--- src/rtl/serializer.sv ---
// serializer: WIDTH-bit words in over valid/ready, one bit out per clk_25G cycle (LSB first), one-entry holding buffer.
// Optional SER_UNDERFLOW_CNT_EN adds a 16-bit saturating underflow counter port.
module serializer #(
  parameter int                WIDTH        = 60,
  parameter int                CNT_W        = 6,
  parameter logic [WIDTH-1:0]  IDLE_PATTERN = 60'hAAAAAAAAAAAAAAA
) (
  input  logic             clk_25G,
  input  logic             rst_n,
  input  logic [WIDTH-1:0] data_parallel,
  input  logic             data_valid,
  output logic             data_ready,
  output logic             data_serial,
  output logic             frame_start,
  output logic             underflow
`ifdef SER_UNDERFLOW_CNT_EN
  ,
  output logic [15:0]      underflow_cnt
`endif
);

  logic [WIDTH-1:0] shift_q;
  logic [CNT_W-1:0] bit_cnt;
  logic [WIDTH-1:0] hold_q;
  logic             hold_full;
  logic             started;

  logic accept;
  logic last_bit;
  logic idle_frame;

  assign data_ready  = ~hold_full;
  assign data_serial = shift_q[0];
  assign accept      = data_valid & ~hold_full;
  assign last_bit    = (bit_cnt == CNT_W'(WIDTH - 1));
  // Idle is flagged only once real traffic has been seen.
  assign idle_frame  = last_bit & ~hold_full & ~accept & started;

  always_ff @(posedge clk_25G) begin
    if (!rst_n) begin
      shift_q     <= IDLE_PATTERN;
      bit_cnt     <= '0;
      hold_q      <= '0;
      hold_full   <= 1'b0;
      started     <= 1'b0;
      frame_start <= 1'b1;
      underflow   <= 1'b0;
    end else begin
      underflow <= 1'b0;
      if (accept) begin
        started <= 1'b1;
      end
      if (last_bit) begin
        bit_cnt     <= '0;
        frame_start <= 1'b1;
        if (hold_full) begin
          shift_q   <= hold_q;
          hold_full <= 1'b0;
        end else if (accept) begin
          shift_q <= data_parallel;
        end else begin
          shift_q   <= IDLE_PATTERN;
          underflow <= started;
        end
      end else begin
        bit_cnt     <= bit_cnt + CNT_W'(1);
        frame_start <= 1'b0;
        shift_q     <= shift_q >> 1;
        if (accept) begin
          hold_q    <= data_parallel;
          hold_full <= 1'b1;
        end
      end
    end
  end

`ifdef SER_UNDERFLOW_CNT_EN
  always_ff @(posedge clk_25G) begin
    if (!rst_n) begin
      underflow_cnt <= '0;
    end else if (idle_frame && (underflow_cnt != 16'hFFFF)) begin
      underflow_cnt <= underflow_cnt + 16'd1;
    end
  end
`endif

endmodule

--- config.mk ---
export PLATFORM = sky130hd
export DESIGN_NAME = serializer
export DESIGN_NICKNAME = d
export VERILOG_FILES = /design/src/rtl/serializer.sv
export SDC_FILE = /design/constraint.sdc
export NUM_CORES = 1
export LEC_CHECK = 0
export ABC_AREA = 1
export CORE_MARGIN = 1.5
export CORE_UTILIZATION = 55
export CTS_CLUSTER_DIAMETER = 120
export DETAILED_ROUTE_END_ITERATION = 8
export GPL_TIMING_DRIVEN = 0
export PLACE_DENSITY = 0.86
export SYNTH_ARGS = -nofsm -noshare
export SYNTH_HDL_FRONTEND = slang
export SYNTH_SLANG_ARGS = --single-unit
--- constraint.sdc ---
create_clock -name clk_25G -period 2 [get_ports clk_25G]
set_clock_uncertainty 0.15 [all_clocks]
set_input_delay 0.2 -clock clk_25G [delete_from_list [all_inputs] [get_ports clk_25G]]
set_output_delay 0.2 -clock clk_25G [all_outputs]
set_load 0.01 [all_outputs]
After elaboration in Yosys (flattened, before gate mapping)
Index checks and enable logic that the tools add are counted.

storage, ports and cells
  bits in registers = 130
  input bits = 63
  output and inout bits = 4

cells by class
  $add $sub $neg = 1
  equality and inequality tests = 1
  mux-type cells = 4
  bitwise gates (word level) = 4
  reductions and logical operators = 3

operators with widths
  kind                                                            number
  60-bit two-way mux                                              3
  6-bit by 1-bit adder with 6-bit output (second input constant)  1
  6-bit equality test (second input constant)                     1
  4-bit OR reduction                                              1
  1-bit inverter                                                  3
  2-bit AND reduction                                             1
  2-bit OR reduction                                              1
  1-bit bitwise AND                                               1
  1-bit two-way mux                                               1

Depth between registers and ports, before layout
  depth in word-level cells = 5
  gate-level depth with buffers = 9
  depth with buffers taken out = 7

Worst setup path after synthesis
No wires, ideal clock.

  kind = register to register
  from = register bit_cnt[0]
  to = register shift_q[11]
  library setup time = 134 ps
  arrival = 1181 ps
  required time = 1716 ps
  setup slack = 535 ps
  stages on the path, launching flop included = 9
  cells stage by stage = dfxtp_1 -> ha_1 -> nand2_1 -> inv_2 -> nand2_2 -> buf_4 -> buf_2 -> nand2_1 -> nand3_1

on the way
  longest elaborated chain between the ends = 2

RTL lines
  item                      RTL line  source
  start: declaration        23        logic [CNT_W-1:0] bit_cnt;
  start signal: assignment  66        bit_cnt <= bit_cnt + CNT_W'(1);
  6-bit equality test       35        assign last_bit = (bit_cnt == CNT_W'(WIDTH - 1));
  60-bit two-way mux        53        if (last_bit) begin
  end signal: assignment    57        shift_q <= hold_q;
  end signal: assignment    60        shift_q <= data_parallel;
  end signal: assignment    68        shift_q <= shift_q >> 1;
  end: declaration          22        logic [WIDTH-1:0] shift_q;

Every way passes these cells.
A chain may end at the register's enable or synchronous reset.

Worst setup path after layout
  from = register hold_full
  to = output data_ready

on the way
  longest elaborated chain between the ends = 1

RTL lines
  item                      RTL line  source
  start: declaration        25        logic hold_full;
  start signal: assignment  44        hold_full <= 1'b0;
  start signal: assignment  58        hold_full <= 1'b0;
  start signal: assignment  71        hold_full <= 1'b1;
  1-bit inverter            -
  end: declaration          12        output logic data_ready,

Every way passes these cells.

==> results.md <==
| Group | Quantity | Value |
|:---|:---|:---|
| synth | Synthesized area per cell | 6.97 um^2 |
| floorplan | Ports | 67 |
| placement | GPL Wtd Cong | 0.839 |
| routing | Routed vias | 5183 |
| final layout | Total Nets Final | 940 |
| sta | Max-slew violation count | 0 |
| clock tree | Clock tree from TritonCTS | yes |
| clock tree | Root Buffer Master | sky130_fd_sc_hd__clkbuf_8 |
| status | Result of the run | finished clean |
| sta | Final setup violation count | 0 |
| power | Ratio of total power to cell area | 912 mW/mm^2 |
| synth | Ys Warns | 0 |
| global routing | Maximum number of pins on one net before global-route repair | 17 |
| sta | Worst hold-check slack | 179 ps |
| clock tree | Num CTS Buffers | 17 |
| placement | Instance area after placement | 0.00635 mm^2 |
| clock tree | Worst skew pair latency | 520 ps |
| floorplan | Effective utilization at floorplan | 56.5% |
| routing | Wire length reported by the detailed router | 13.0 mm |
| placement | Half-perimeter wire length after detailed placement | 8.76 mm |
| synth | Cell type with the highest aggregate area in the netlist | sky130_fd_sc_hd__dfxtp_1 |
| synth | Number of register bits inferred by synthesis | 130 |
| global routing | Global-route congestion overflow total | 0 |
| global routing | Global router's overall resource usage | 26.2% |
| routing | Via density per instance | 5.08 |
| setup path | End of the critical path | data_ready |
| setup path | Data arrival time of the worst path | 1410 ps |
| routing | DR WL/cell | 12.8 um |
| floorplan | Core box area | 0.00977 mm^2 |
| final layout | Share of final-layout standard cells stronger than drive strength 1 | 10.7% |
| clock tree | Max H-tree Level | 4 |
| setup path | Source of the critical timing path | hold_full$_SDFFE_PP0N_ |
| floorplan | Die X | 103 um |
| final layout | Layout overhead on the synthesized area | 24.4% |
| global routing | Antenna violations before repair | 0 |
| synth | Syn Inst Count | 792 |
| power | Maximum resistive drop on vdd | 0.000593 V |
| placement | Total of buffers placed on input and output ports | 66 |
| final layout | Final Cell Area | 0.00687 mm^2 |
| floorplan | Die outline height | 103 um |
| setup path | Number of cells traversed by the worst register-to-register path | 7 |
| synth | Post-synthesis sequential area ratio | 47.2% |
| setup path | Category of the most critical setup path | flop to output port |
| sta | Count of final hold-check violations | 0 |
| synth | Number of distinct library cells after synthesis | 22 |
| routing | Number of remaining DRC errors | 0 |
| clock tree | Reg clk slew, reported paths | 60 ps |
| synth | Post-synth net total | 856 |
| clock tree | Buffers inserted during post-CTS setup optimization | 0 |
| setup path | Nature of the critical path endpoint | output port |
| placement | Count of placed standard cells including taps | 991 |
| setup path | Reg-to-Reg End | shift_q[0]$_SDFF_PN0_ |
| final layout | Antenna diodes | 0 |
| setup path | R2r startpoint | hold_full$_SDFFE_PP0N_ |
| sta | Actual slew at the worst max-slew pin | 571 ps |
| floorplan | Standard-cell row count | 36 |
| sta | Final worst-path cycle share | 87.9% |
| clock tree | Resized Gates After CTS | 2 |
| job | Max_cap viols | 0 |
| final layout | Count of filler cells inserted in the layout | 785 |
| synth | Portion of synthesized cell area occupied by the leading cell type | 47.2% |
| final layout | Non-filler cells, final | 1020 |
| setup path | Reg2reg setup slack | 240 ps |
| synth | Synth top area cells | sky130_fd_sc_hd__dfxtp_1, sky130_fd_sc_hd__nand2_1, sky130_fd_sc_hd__nand3_1 |
| setup path | Highest net fanout along the worst path | 13 |
| clock tree | Quantity of hold-fixing buffers added after cts | 0 |
| clock tree | Buffers from clock root to sink, at most | 2 |
| routing | Number of violations reported at the end of detailed-routing iteration 0 | 311 |
| setup path | Required time of the critical path | 1650 ps |
| synth | Area of the mapped netlist | 0.00552 mm^2 |
| routing | Number of routed nets with antenna violations | 0 |
| sta | Tmin final | 1760 ps |
| setup path | Kind of start point of the critical path | flop |
| power | Leakage power | 0.00318 uW |
| sta | RSZ-0062 raised after global routing | no |
| global routing | Global-route wire length before repair | 21.3 mm |
| clock tree | Number of sinks driven by the clock tree | 130 |
| min path | Class of the tightest hold or removal check | primary input to flop |
| sta | Achievable clock frequency | 569 MHz |
| global routing | Vias in the first global route | 4683 |
| routing | 1st-pass router iterations | 5 |
| sta | Headroom to the max-slew limit | 61.9% |
| floorplan | Area of the die | 0.0106 mm^2 |
## registers in the layout, summed over array words and instances (netlist names)
signal	count
hold_q	60
shift_q	60
bit_cnt	6
frame_start	1
hold_full	1
started	1
underflow	1
## final cells by class
type                    instances  area (um^2)  share of cell area [%]
plain buffers                  53          268                    3.90
well taps                     133          166                    2.42
inverters                      69          262                    3.81
multi-input cells             539         2390                    34.8
clock buffers                  25          494                    7.20
repair buffers                 66          659                    9.60
clock inverters                 5         27.5                   0.401
flip-flops and latches        130         2600                    37.9
## cell usage in the layout (no fill, tap or decap), types with 21 or more instances in the layout
cell type                           n
sky130_fd_sc_hd__clkbuf_1          21
sky130_fd_sc_hd__o21ai_0           45
sky130_fd_sc_hd__or2_2             28
sky130_fd_sc_hd__buf_2             22
sky130_fd_sc_hd__dfxtp_1          130
sky130_fd_sc_hd__inv_1             64
sky130_fd_sc_hd__clkdlybuf4s50_1   65
sky130_fd_sc_hd__nand3_1          121
sky130_fd_sc_hd__nand2_1          184
sky130_fd_sc_hd__nor2_1           131
## synth_stat cells (all sizes together)
cell type,number
dfxtp,130
xor2,2
or2,29
buf,35
o21ai,63
nor2,136
clkbuf,19
inv,69
a21oi,2
nand2,185
nand3,121
ha,1
## critical path, cell delays in order (launching register included)
cell                            delay (ps)
sky130_fd_sc_hd__dfxtp_1               290
sky130_fd_sc_hd__buf_4                 180
sky130_fd_sc_hd__inv_4                 130
sky130_fd_sc_hd__dlygate4sd2_1         280
## worst min path at each step
stage / endpoint / slack, ps / cells past startpoint / from
2_1_floorplan: hold_full$_SDFFE_PP0N_ / 190 / 2 / data_valid
4_1_cts: hold_q[52]$_SDFFE_PN0P_ / 180 / 5 / data_parallel[52]
3_5_place_dp: shift_q[25]$_SDFF_PN1_ / 280 / 2 / shift_q[26]$_SDFF_PN0_
6_report: hold_q[52]$_SDFFE_PN0P_ / 180 / 5 / data_parallel[52]
3_3_place_gp: underflow$_SDFF_PP0_ / 270 / 2 / started$_SDFFE_PN0N_
5_1_grt: hold_q[54]$_SDFFE_PN0P_ / 190 / 5 / data_parallel[54]
## per-layer routing
layer	global-route usage (%)	vias up	share of wire, %
li1	-	2636	-
met1	34.2	2339	45
met2	41.9	181	47
met3	7.33	27	6.4
met4	9.56	0	1.9
met5	0	-	0
## logic make-up (layout without fill, tap and decap cells)
kind of cell	count (synthesis)	after routing	share of synthesized area, %
AND/OR/NAND/NOR	471	471	36.8
flip-flops	130	130	47.2
buffers and inverters	123	218	9.61
AO/OA/AOI/OAI	65	65	5.89
XOR/XNOR	2	2	0.317
adder cells (fa/ha/maj)	1	1	0.227
## through the flow
stage | setup slack (ps) | util, % | TNS, ps | total power [uW]
floorplan | 535 | - | 0 | 3330
global placement | -141 | 64.9 | -6400 | 3560
detailed placement | -146 | 64.9 | -7070 | 3580
CTS | 242 | 70.2 | 0 | 6260
global route | 186 | 70.2 | 0 | 6510
finish | 242 | 70.2 | 0 | 6260
## power breakdown
| group | total [uW] | internal, uW | switching [uW] |
|---|---|---|---|
| combinational | 687 | 319 | 369 |
| clock | 2720 | 1660 | 1060 |
| sequential | 2860 | 2780 | 73.3 |
| total | 6260 | 4760 | 1500 |
Note: power is estimated with default switching activity, not from simulation.
